[config.mk]
export PLATFORM = sky130hd
export DESIGN_NAME = result_fifo128_fwft_flat
export DESIGN_NICKNAME = d
export VERILOG_FILES = /design/src/rtl/result_fifo128_fwft_if.sv /design/src/rtl/result_fifo128_fwft.sv /design/src/flat_wrapper.sv
export SDC_FILE = /design/constraint.sdc
export NUM_CORES = 2
export LEC_CHECK = 0
export ABC_CLOCK_PERIOD_IN_PS = 7200
export BUFFER_PORTS_ARGS = -buffer_cell sky130_fd_sc_hd__buf_2
export CAP_MARGIN = 25
export CORE_ASPECT_RATIO = 0.6
export CORE_MARGIN = 4
export CORE_UTILIZATION = 50
export DETAILED_ROUTE_END_ITERATION = 6
export PLACE_DENSITY = 0.69
export REMOVE_ABC_BUFFERS = 1
export SLEW_MARGIN = 20
export SYNTH_ARGS = -nofsm -noshare
export SYNTH_HDL_FRONTEND = slang
export SYNTH_SLANG_ARGS = --single-unit
[constraint.sdc]
create_clock -name clk -period 7.2 [get_ports clk]
set_input_delay 0.36 -clock clk [delete_from_list [all_inputs] [get_ports clk]]
set_output_delay 0.36 -clock clk [all_outputs]
set_load 0.01 [all_outputs]
[src/rtl/result_fifo128_fwft_if.sv]
// Handshake bundle for the 128-bit FWFT result FIFO.
// almost_full exists only when RESULT_FIFO_WATERMARK_EN is defined.
interface result_fifo128_fwft_if #(
    parameter int DATA_W = 128,
    parameter int DEPTH  = 16
);
    logic                     push;
    logic [DATA_W-1:0]        push_data;
    logic                     fifo_pop;
    logic                     clear_overflow;
    logic [DATA_W-1:0]        fifo_out;
    logic                     fifo_empty;
    logic                     fifo_full;
    logic [$clog2(DEPTH):0]   fill_count;
    logic                     overflow;
`ifdef RESULT_FIFO_WATERMARK_EN
    logic                     almost_full;
`endif

    modport master (
`ifdef RESULT_FIFO_WATERMARK_EN
        input  almost_full,
`endif
        output push,
        output push_data,
        output fifo_pop,
        output clear_overflow,
        input  fifo_out,
        input  fifo_empty,
        input  fifo_full,
        input  fill_count,
        input  overflow
    );

    modport slave (
`ifdef RESULT_FIFO_WATERMARK_EN
        output almost_full,
`endif
        input  push,
        input  push_data,
        input  fifo_pop,
        input  clear_overflow,
        output fifo_out,
        output fifo_empty,
        output fifo_full,
        output fill_count,
        output overflow
    );
endinterface

[src/rtl/result_fifo128_fwft.sv]
// First-word-fall-through result FIFO with full-drop and sticky overflow.
// Optional registered almost_full under RESULT_FIFO_WATERMARK_EN.
module result_fifo128_fwft #(
    parameter int DATA_W   = 128,
    parameter int DEPTH    = 16,
    parameter int AF_LEVEL = 12
) (
    input  logic                  clk,
    input  logic                  reset,
    result_fifo128_fwft_if.slave  bus
);
    localparam int AW = $clog2(DEPTH);
    localparam int CW = AW + 1;
    localparam logic [CW-1:0] FULL_C = CW'(DEPTH);

    logic [DATA_W-1:0] mem_q [DEPTH];
    logic [AW-1:0]     wr_ptr_q, wr_ptr_d;
    logic [AW-1:0]     rd_ptr_q, rd_ptr_d;
    logic [CW-1:0]     count_q, count_d;
    logic              overflow_q, overflow_d;

    logic empty, full;
    logic push_ok, pop_ok, drop;

    assign empty   = (count_q == '0);
    assign full    = (count_q == FULL_C);
    assign pop_ok  = bus.fifo_pop & ~empty;
    assign push_ok = bus.push & (~full | pop_ok);
    assign drop    = bus.push & ~push_ok;

    always_comb begin
        wr_ptr_d   = wr_ptr_q;
        rd_ptr_d   = rd_ptr_q;
        count_d    = count_q;
        overflow_d = overflow_q;
        if (push_ok) wr_ptr_d = wr_ptr_q + AW'(1);
        if (pop_ok)  rd_ptr_d = rd_ptr_q + AW'(1);
        unique case ({push_ok, pop_ok})
            2'b10:   count_d = count_q + CW'(1);
            2'b01:   count_d = count_q - CW'(1);
            default: count_d = count_q;
        endcase
        // a drop in the same cycle as a clear must stay visible
        if (drop)
            overflow_d = 1'b1;
        else if (bus.clear_overflow)
            overflow_d = 1'b0;
    end

    always_ff @(posedge clk) begin
        if (reset) begin
            wr_ptr_q   <= '0;
            rd_ptr_q   <= '0;
            count_q    <= '0;
            overflow_q <= 1'b0;
        end else begin
            wr_ptr_q   <= wr_ptr_d;
            rd_ptr_q   <= rd_ptr_d;
            count_q    <= count_d;
            overflow_q <= overflow_d;
        end
    end

    always_ff @(posedge clk) begin
        if (!reset && push_ok)
            mem_q[wr_ptr_q] <= bus.push_data;
    end

    assign bus.fifo_out   = empty ? '0 : mem_q[rd_ptr_q];
    assign bus.fifo_empty = empty;
    assign bus.fifo_full  = full;
    assign bus.fill_count = count_q;
    assign bus.overflow   = overflow_q;

`ifdef RESULT_FIFO_WATERMARK_EN
    localparam logic [CW-1:0] AF_C = CW'(AF_LEVEL);
    logic af_q, af_d;

    assign af_d = (count_d >= AF_C);

    always_ff @(posedge clk) begin
        if (reset) af_q <= 1'b0;
        else       af_q <= af_d;
    end

    assign bus.almost_full = af_q;
`endif
endmodule
[src/flat_wrapper.sv]
// flat-port wrapper written by rule: the top's interface ports become plain ports
module result_fifo128_fwft_flat 
#(
    parameter int DATA_W   = 128,
    parameter int DEPTH    = 16,
    parameter int AF_LEVEL = 12
)
  (clk, reset, bus_push, bus_push_data, bus_fifo_pop, bus_clear_overflow, bus_fifo_out, bus_fifo_empty, bus_fifo_full, bus_fill_count, bus_overflow);
  result_fifo128_fwft_if #(.DATA_W(DATA_W), .DEPTH(DEPTH)) bus_i ();
  input  logic clk;
  input  logic reset;
  input wire logic [$bits(bus_i.push)-1:0] bus_push;
  input wire logic [$bits(bus_i.push_data)-1:0] bus_push_data;
  input wire logic [$bits(bus_i.fifo_pop)-1:0] bus_fifo_pop;
  input wire logic [$bits(bus_i.clear_overflow)-1:0] bus_clear_overflow;
  output wire logic [$bits(bus_i.fifo_out)-1:0] bus_fifo_out;
  output wire logic [$bits(bus_i.fifo_empty)-1:0] bus_fifo_empty;
  output wire logic [$bits(bus_i.fifo_full)-1:0] bus_fifo_full;
  output wire logic [$bits(bus_i.fill_count)-1:0] bus_fill_count;
  output wire logic [$bits(bus_i.overflow)-1:0] bus_overflow;
  assign bus_i.push = bus_push;
  assign bus_i.push_data = bus_push_data;
  assign bus_i.fifo_pop = bus_fifo_pop;
  assign bus_i.clear_overflow = bus_clear_overflow;
  assign bus_fifo_out = bus_i.fifo_out;
  assign bus_fifo_empty = bus_i.fifo_empty;
  assign bus_fifo_full = bus_i.fifo_full;
  assign bus_fill_count = bus_i.fill_count;
  assign bus_overflow = bus_i.overflow;
  result_fifo128_fwft #(.DATA_W(DATA_W), .DEPTH(DEPTH), .AF_LEVEL(AF_LEVEL)) u_core (.clk(clk), .reset(reset), .bus(bus_i));
endmodule
==> results.py <==
metrics = {
    "run_status": {
        "status": "complete, no violations",
    },
    "global_routing": {
        "track_usage_pct": 21.5,
        "grt_pass1_vias": 36700,
        "grt_max_degree": 137,
        "grt_pass1_wl_mm": 256,
        "antenna_found_initial": 14,
        "grt.overflow.total": 0,
    },
    "critical_path": {
        "cp.required_ns": 6.84,
        "rr_endpoint": "u_core.mem_q[10][54]",
        "path_class": "register to output pin",
        "crit_path_start": "u_core.bus.fill_count[0]",
        "r2r_cells": 5,
        "cp-start-kind": "register",
        "r2r-start": "u_core.bus.fill_count[4]",
        "cp-endpoint": "bus_fifo_out[66]",
        "arrival_ns": 4.52,
        "end_kind": "output pin",
        "rrSetupSlack_ns": 3.63,
        "critPathMaxFanout": 52,
    },
    "timing": {
        "max_freq_mhz": 205,
        "finalMaxSlewViolations": 0,
        "tightest_slew_ns": 1.11,
        "hold_viol": 0,
        "timing.final.crit_share_pct": 67.8,
        "clock_skew_ns": 0.0266,
        "slew_headroom_pct": 26.0,
        "finalSetupViolCount": 0,
        "rsz0062_at_grt": "no",
        "period_needed_ns": 4.88,
    },
    "clocking": {
        "cts_buffer_depth": 3,
        "clkLatencyLatePin_ns": 0.81,
        "numCtsBuffers": 180,
        "h-tree-depth": 4,
        "clk_pin_slew_worst_paths_ns": 0.07,
        "cts_tree": "yes",
        "clkSinkCount": 2066,
        "cts_root_buffer": "clkbuf_16",
    },
    "power": {
        "combPwrFrac_pct": 18.4,
        "leakage_nw": 27.4,
        "clkPwrFrac_pct": 33.8,
        "sw_frac_of_total_pct": 26.2,
        "p_int_mw": 20.8,
        "p_total_mw": 28.2,
        "seq_power_share_pct": 47.8,
        "power.density_mw_per_mm2": 315,
        "peakVddDrop_v": 0.000258,
        "switchingPower_mw": 7.38,
    },
    "flow_run": {
        "cap_violations": 0,
    },
    "synthesis": {
        "yosys_warnings": 0,
        "synth_top_area_cell": "edfxtp_1",
        "postSynthCellCount": 3246,
        "synth_xor_xnor_area_share_pct": 0.0672,
        "synth_compound_area_share_pct": 1.78,
        "synthMuxAreaShare_pct": 17.4,
        "synthTopCellsByArea": "edfxtp_1 79%, mux4_2 15%, mux2i_1 2.6%",
        "syn-cell-area_sq_mm": 0.0781,
        "synthArstFlopShare_pct": 0,
        "synthAdderAreaFrac_pct": 0.154,
        "synth_most_common_cell": "edfxtp_1",
        "synth_top_area_share_pct": 78.7,
        "synth_top_family_by_area": "multiplexers",
        "synth-simple-area-share_pct": 0.413,
        "syn_avg_cell_area_sq_um": 24.1,
        "yosysUniqueCellTypes": 47,
        "ys_seq_area_share_pct": 79.2,
        "synth_edf_count": 2048,
        "ys_seq_elements": 2066,
        "synth_common_cells": "2048 x edfxtp_1, 512 x mux4_2, 203 x mux2i_1, 82 x buf_2, 70 x o22ai_1",
        "synthFlopType": "edfxtp_1",
    },
    "final_layout": {
        "fin_nets": 3885,
        "drive_gt1_share_pct": 29.4,
        "area_growth_pct": 14.5,
        "final_util_pct": 57.6,
    },
    "route": {
        "drt_wl_total_mm": 175,
        "post_drt_via_cell_ratio": 6.04,
        "routedWlPerCell_um": 29.4,
        "first_pass_iters": 7,
        "drt_iter0_drc": 3679,
        "vias": 35900,
        "ant_nets": 0,
        "drc": 0,
    },
    "place": {
        "port_buffers": 268,
        "gp_congestion": 0.714,
        "post-dp-hpwl_mm": 87.3,
    },
    "floorplanning": {
        "io_pins": 269,
        "dieArea_sq_mm": 0.163,
        "std_cell_rows": 112,
        "core_sq_mm": 0.155,
        "die_w_um": 518,
        "die_h_um": 314,
        "start_util_pct": 50.3,
    },
    "worst_hold_path": {
        "min_path_type": "primary input to register",
    },
}
registers in the layout, summed over array words and instances, names as in the netlist, named ones only:
| register | cells |
|---|---|
| u_core.rd_ptr_q | 4 |
| u_core.wr_ptr_q | 4 |
| u_core.bus.fill_count | 5 |
| u_core.bus.overflow | 1 |
| u_core.mem_q | 2048 |
power groups by stage:
stage | clock [mW] | combinational [mW] | sequential [mW]
global placement | 0 | 5.15 | 13.8
CTS | 9.74 | 5.26 | 13.5
floorplan | 0 | 3.95 | 14.2
finish | 9.53 | 5.19 | 13.5
detailed placement | 0 | 5.19 | 13.8
global route | 10.3 | 5.59 | 13.5
timing repair:
| item | CTS | global route |
|---|---|---|
| endpoints found under the hold margin | 2063 | 0 |
| gates resized for setup | 0 | 0 |
| setup endpoints to repair | 0 | 0 |
| buffers inserted | 0 | 0 |
| hold buffers | 132 | 0 |
stage by stage:
stage               cell area (sq um)  instances  setup slack [ns]  TNS (ns)  hold WS [ns]
floorplan                       77300       3076            -11.89  -1518.51         0.429
global placement                82100       5470              3.14         0         0.459
global route                    89400       5942              2.12         0        0.0587
finish                          89500       5949              2.32         0        0.0828
CTS                             89300       5933              2.15         0       0.00889
detailed placement              82200       5473              3.06         0         0.465
worst min path at each step:
stage | from | end | cells past startpoint
2_1_floorplan | reset | u_core.bus.overflow | 1
3_3_place_gp | u_core.bus.overflow | u_core.bus.overflow | 2
3_5_place_dp | u_core.bus.overflow | u_core.bus.overflow | 2
4_1_cts | bus_fifo_pop | u_core.rd_ptr_q[3] | 4
5_1_grt | bus_fifo_pop | register | 4
6_report | bus_fifo_pop | u_core.rd_ptr_q[3] | 4
cells by family after synthesis:
group,count (synthesis)
multiplexers,716
AO/OA/AOI/OAI,214
flip-flops,2066
buffers and inverters,173
AND/OR/NAND/NOR,62
XOR/XNOR,6
adder cells (fa/ha/maj),9
layout make-up:
class                      instances  area, sq um
antenna                            8         20.0
clock buffer                     223         4750
clock inverter                   105         1030
fill                           11100        65900
inverter                           3         11.3
multi-input combinational       1007        15600
sequential                      2066        61900
tap                             2052         2570
timing repair buffer             485         3590
layer usage:
layer  track usage, %  vias to the layer above  part of all wire [%]
li1                 -                    15000                     -
met2             33.3                     1268                    48
met4             5.24                        6                   1.8
met1             32.5                    19500                    44
met5                0                        -                 0.022
met3             3.73                      197                   6.4
cells in the final DEF (no fill, tap or decap), types with 3 or more instances in the layout:
cell type,n
bufinv_16,15
mux4_2,512
xor2_1,4
diode_2,8
buf_4,65
buf_16,6
nand2_1,6
clkinv_8,3
buf_2,268
o21ai_0,61
clkinvlp_4,6
ha_1,8
o22ai_1,70
mux2i_1,203
dlygate4sd3_1,132
nor2_4,17
clkinv_16,3
clkinv_2,28
nor2_1,13
a21oi_1,5
edfxtp_1,2048
a22oi_1,58
inv_1,3
clkbuf_16,184
buf_12,13
dfxtp_1,15
clkbuf_1,39
clkinv_1,43
inv_16,3
nand2b_1,11
dfxtp_4,3
worst max-delay path: stages, from the launching register on:
cell and delay (ns):
dfxtp_1 0.39, or4_1 0.77, nor2_4 0.17, or2_4 0.82, buf_4 0.76, o22ai_1 0.45, buf_2 0.26
No activity file was read; power rests on OpenSTA's default activity.
